==> config.mk <==
export PLATFORM = sky130hd
export DESIGN_NAME = pipeline_sequencer
export DESIGN_NICKNAME = d
export VERILOG_FILES = /design/src/rtl/pipeline_sequencer.sv
export SDC_FILE = /design/constraint.sdc
export NUM_CORES = 1
export LEC_CHECK = 0
export CAP_MARGIN = 20
export CORE_MARGIN = 1.5
export CORE_UTILIZATION = 32
export DETAILED_ROUTE_END_ITERATION = 10
export PLACE_DENSITY = 0.78
export SYNTH_ARGS = -nofsm -noshare
export SYNTH_HDL_FRONTEND = slang
export SYNTH_SLANG_ARGS = --single-unit
==> constraint.sdc <==
create_clock -name Clk -period 1.9 [get_ports Clk]
set_clock_uncertainty 0.1 [all_clocks]
set_input_delay 0.285 -clock Clk [delete_from_list [all_inputs] [get_ports Clk]]
set_output_delay 0.285 -clock Clk [all_outputs]
set_load 0.01 [all_outputs]
==> src/rtl/pipeline_sequencer.sv <==
// pipeline_sequencer: run/halt/single-step control for the five-stage pipe.
// Detects load-use hazards, generates stall/bubble/flush controls, freezes
// the pipe while data memory is busy and drains in-flight work on halt.
//
// Ports:
//   Clk, Rst_n                 clock, async active-low reset
//   Start, HaltReq, StepReq    run control requests (levels)
//   IDHalt, Branch, Jump       decode-stage events
//   EXMemRead, EXRd            load in EX and its destination
//   IDRs, IDRt, IDUsesRt       ID source operands
//   MemReq, MemAck             data-memory handshake
//   StageEn[4:0]               per-stage advance enable (bit0 = IF .. bit4 = WB)
//   PCWrite, IFIDFlush,
//   IDEXBubble                 pipeline register controls (combinational)
//   Running, Halted            status
//   CycleCount, StallCount     performance counters
//
// Build option: define PIPE_PERF_CNT_EN to implement the performance
// counters; otherwise both counter outputs are tied to zero.
module pipeline_sequencer #(
    parameter int unsigned CNT_W        = 16,
    parameter int unsigned DRAIN_CYCLES = 4
) (
    input  logic             Clk,
    input  logic             Rst_n,
    input  logic             Start,
    input  logic             HaltReq,
    input  logic             StepReq,
    input  logic             IDHalt,
    input  logic             Branch,
    input  logic             Jump,
    input  logic             EXMemRead,
    input  logic [4:0]       EXRd,
    input  logic [4:0]       IDRs,
    input  logic [4:0]       IDRt,
    input  logic             IDUsesRt,
    input  logic             MemReq,
    input  logic             MemAck,
    output logic [4:0]       StageEn,
    output logic             PCWrite,
    output logic             IFIDFlush,
    output logic             IDEXBubble,
    output logic             Running,
    output logic             Halted,
    output logic [CNT_W-1:0] CycleCount,
    output logic [CNT_W-1:0] StallCount
);

    localparam int unsigned DRAIN_W = (DRAIN_CYCLES < 2) ? 1 : $clog2(DRAIN_CYCLES + 1);

    typedef enum logic [2:0] {
        S_IDLE   = 3'd0,
        S_RUN    = 3'd1,
        S_DRAIN  = 3'd2,
        S_HALTED = 3'd3,
        S_STEP   = 3'd4
    } state_t;

    state_t               state_q, state_d;
    logic [DRAIN_W-1:0]   drain_cnt_q, drain_cnt_d;
    logic                 freeze;
    logic                 load_use;

    // Memory busy freezes everything; load-use hazard on a load in EX.
    assign freeze   = MemReq & ~MemAck;
    assign load_use = EXMemRead & (EXRd != 5'd0) &
                      ((EXRd == IDRs) | (IDUsesRt & (EXRd == IDRt)));

    // State and drain counter registers.
    always_ff @(posedge Clk or negedge Rst_n) begin
        if (!Rst_n) begin
            state_q     <= S_IDLE;
            drain_cnt_q <= '0;
        end else begin
            state_q     <= state_d;
            drain_cnt_q <= drain_cnt_d;
        end
    end

    // Next-state and combinational pipe controls.
    always_comb begin
        state_d     = state_q;
        drain_cnt_d = drain_cnt_q;
        StageEn     = 5'b00000;
        PCWrite     = 1'b0;
        IFIDFlush   = 1'b0;
        IDEXBubble  = 1'b0;
        Running     = 1'b0;
        Halted      = 1'b0;

        // RUN and STEP share the same pipe-control priority:
        // freeze, then load-use stall, then branch/jump flush.
        if ((state_q == S_RUN) || (state_q == S_STEP)) begin
            if (freeze) begin
                StageEn = 5'b00000;
            end else if (load_use) begin
                StageEn    = 5'b11100;
                IDEXBubble = 1'b1;
            end else begin
                StageEn   = 5'b11111;
                PCWrite   = 1'b1;
                IFIDFlush = Branch | Jump;
            end
        end

        case (state_q)
            S_IDLE: begin
                if (Start) state_d = S_RUN;
            end
            S_RUN: begin
                Running = 1'b1;
                if (!freeze && (IDHalt || HaltReq)) begin
                    state_d     = S_DRAIN;
                    drain_cnt_d = DRAIN_W'(DRAIN_CYCLES);
                end
            end
            S_DRAIN: begin
                Running = 1'b1;
                if (!freeze) begin
                    StageEn     = 5'b11110;
                    IFIDFlush   = 1'b1;
                    drain_cnt_d = drain_cnt_q - DRAIN_W'(1);
                    // <= also covers a zero count so the drain can never stick.
                    if (drain_cnt_q <= DRAIN_W'(1)) state_d = S_HALTED;
                end
            end
            S_HALTED: begin
                Halted = 1'b1;
                if (Start)        state_d = S_RUN;
                else if (StepReq) state_d = S_STEP;
            end
            S_STEP: begin
                Running = 1'b1;
                // IDHalt is deliberately ignored while stepping.
                if (!freeze) state_d = S_HALTED;
            end
            default: begin
                state_d = S_IDLE;
            end
        endcase
    end

`ifdef PIPE_PERF_CNT_EN
    logic [CNT_W-1:0] cycle_cnt_q, cycle_cnt_d;
    logic [CNT_W-1:0] stall_cnt_q, stall_cnt_d;

    // Saturating counters; cleared only on a fresh start from IDLE.
    always_comb begin
        cycle_cnt_d = cycle_cnt_q;
        stall_cnt_d = stall_cnt_q;
        if ((state_q == S_IDLE) && Start) begin
            cycle_cnt_d = '0;
            stall_cnt_d = '0;
        end else begin
            if (Running && (cycle_cnt_q != {CNT_W{1'b1}}))
                cycle_cnt_d = cycle_cnt_q + CNT_W'(1);
            if ((state_q == S_RUN) && !PCWrite && (stall_cnt_q != {CNT_W{1'b1}}))
                stall_cnt_d = stall_cnt_q + CNT_W'(1);
        end
    end

    always_ff @(posedge Clk or negedge Rst_n) begin
        if (!Rst_n) begin
            cycle_cnt_q <= '0;
            stall_cnt_q <= '0;
        end else begin
            cycle_cnt_q <= cycle_cnt_d;
            stall_cnt_q <= stall_cnt_d;
        end
    end

    assign CycleCount = cycle_cnt_q;
    assign StallCount = stall_cnt_q;
`else
    assign CycleCount = '0;
    assign StallCount = '0;
`endif

endmodule

==> results.toml <==
[power_and_ir_drop]
power.total_w = 0.00147
p_leak_nw = 0.667
power_density_nw_per_um2 = 1130
ir_drop_mv = 0.744

[timing]
finalSetupViolations = 9
hold_viol_final = 0
fmax_mhz = 473
finalCritPeriodShare_pct = 111
min_period_ns = 2.11
setup_ws_ns = -0.212
rsz0062_at_grt = "yes"
drv_slew = 0

[run]
maxCapViolCount = 0

[floorplan]
die_h_um = 55.1
start_util_pct = 34.4
core_area_um2 = 2520
rows = 18
die_w_um = 55.1
die_area_um2 = 3030
io_pins = 69

[drt]
wl_per_cell_um = 10.8
ant_nets = 0
drc_errors = 0
routed_wirelength_mm = 2.00
routed-via-count = 775
drt-pass1-iter-count = 4
drt_iter0_drc = 11
vias_per_cell = 4.21

[logic_synthesis]
yosysTopAreaCellShare_pct = 31.1
ys_seq_area_share_pct = 17.3
ys_types = 35
yosysWarnings = 0
synth-seq-cells = 6
synth_top_family_by_area = "buffers and inverters"
syn_area_um2 = 868
synth_top_area_cell = "buf_4"
synth_compound_area_share_pct = 11.4
syn_area_per_cell_um2 = 8.19
synthSimpleGateAreaFrac_pct = 15.6
synthXorXnorAreaFrac_pct = 12.1
synth_mux_area_share_pct = 4.32
synthCells = 106
netlist_top_cells_area = "buf_4 31%, dfrtp_1 17%, xor2_1 9.1%"
synthAdderAreaFrac_pct = 2.88

[cts]
cts.sinks = 6
cts_buffers = 3
insertion_delay_ns = 0.25
clk_pin_slew_ns = 0.04
cts_tree = "built"
cts-htree-levels = 1
clock_path_buffers = 2
hold_buffers = 0
cts_root_buf = "clkbuf_4"

[worst_hold_path]
hp-class = "in -> async"

[finish]
layout_common_cells = "32 x conb_1, 13 x clkdlybuf4s50_1, 12 x buf_4"
antennaDiodeCount = 0
drive_gt1_share_pct = 29.9
final_common_cell = "conb_1"
fin_nets = 185
syn2layout_area_growth_pct = 49.9

[setup_path]
crit_path_top_delay_cell = "clkdlybuf4s50_1"
cpLargestDelayFamily = "buffers and inverters"
path_cells = "clkdlybuf4s50_1, xor2_1, nor3_2, a32oi_2, o21bai_4, buf_6, o21ai_1, buf_2"
crit_path_end_kind = "output pin"
r2r_slack_ns = 0.07
required_ns = 1.51
worstPathArrival_ns = 1.73
criticalPathCategory = "in -> out"
path_buf_inv = 3
max_stage_delay_ns = 0.47
crit_fanout = 2
start_kind = "input pin"

[global_routing]
antenna_found_initial = 0
grt.overflow.total = 0
grt_pass1_wl_mm = 3.13
grt_pass1_vias = 796
grt_util_all_layers_pct = 14.4
grt_max_degree = 11

[status]
status = "finished, violations left"
failed_checks = "negative setup slack"

[placement]
dp_slack_ns = -0.751
dp_hpwl_mm = 1.58
place.gp.congestion = 0.773
portBuffers = 36
[cells in the mapped netlist (all sizes together)]
library cell  number
buf               38
xor2               9
inv                7
dfrtp              6
nand2              5
o21ai              4
mux2               3
nor2               3
nor3               3
xnor2              3
a21oi              2
ha                 2
nand3              2
nand3b             2
o21bai             2
o32ai              2
or3                2
a22oi              1
a31oi              1
a32oi              1
conb               1
nand2b             1
nor2b              1
nor4               1
o22ai              1
or2                1
or4                1
or4b               1
[final cells by class]
type | count | area, um^2
inverters | 7 | 26.3
repair buffers | 52 | 473
clock buffers | 3 | 22.5
multi-input cells | 86 | 592
flip-flops and latches | 6 | 150
well taps | 30 | 37.5
fillers | 244 | 1220
[cell families (layout without fill, tap and decap cells)]
kind of cell             count (synthesis)  count (layout)
flip-flops                               6               6
adder cells (fa/ha/maj)                  2               2
buffers and inverters                   45              62
AND/OR/NAND/NOR                         23              23
other                                    1              32
multiplexers                             3               3
AO/OA/AOI/OAI                           14              14
XOR/XNOR                                12              12
[metal layers]
layer | share of wire (%) | global-route usage [%] | vias to the layer above | wire length [um]
met5 | 0 | 0 | - | 0
met4 | 2.7 | 6.50 | 0 | 54
met3 | 7.6 | 1.88 | 5 | 151
met2 | 55 | 29.0 | 41 | 1090
met1 | 35 | 14.4 | 346 | 697
li1 | - | - | 383 | -
[power by group]
group / leakage, nW / internal [W] / switching [W]
Sequential: 0.0727 / 0.000185 / 0.0000352
Combinational: 0.581 / 0.000606 / 0.000529
Clock: 0.0138 / 0.0000715 / 0.0000473
[sequential cells by signal, summed over array words and instances (netlist names)]
signal,flops
drain_cnt_q,3
state_q,3
[per-stage QoR]
step                utilization [%]  hold WS [ns]  setup TNS (ns)  std cells  instance area [um^2]
finish                         51.6         0.167           -1.17        184                  1300
global route                   51.6         0.188           -1.81        184                  1300
CTS                            50.5         0.176           -1.13        183                  1270
detailed placement             47.0         0.417           -6.62        177                  1190
global placement               47.0         0.400           -6.07        177                  1190
floorplan                         -        -0.111               0        137                   985
[path summary, 6_finish.rpt]
| kind | startpoint | depth (start not counted) | end |
|---|---|---|---|
| worst max-delay path | IDRs[2] | 8 | IFIDFlush |
| worst min-delay path | Rst_n | 1 | state_q[0] |
| worst max register to register | state_q[1] | 5 | state_q[1] |
| worst min register to register | drain_cnt_q[2] | 2 | drain_cnt_q[2] |
| max in group asynchronous | Rst_n | 1 | drain_cnt_q[0] |
| min in group Clk | drain_cnt_q[2] | 2 | drain_cnt_q[2] |
[what timing repair did]
item | in CTS | in global routing
pin swaps | 5 | 7
endpoints found under the setup margin | 12 | 9
buffers inserted | 3 | 1
gates cloned | 0 | 0
gates resized for setup | 65 | 10
No activity file was read; power rests on OpenSTA's default activity.
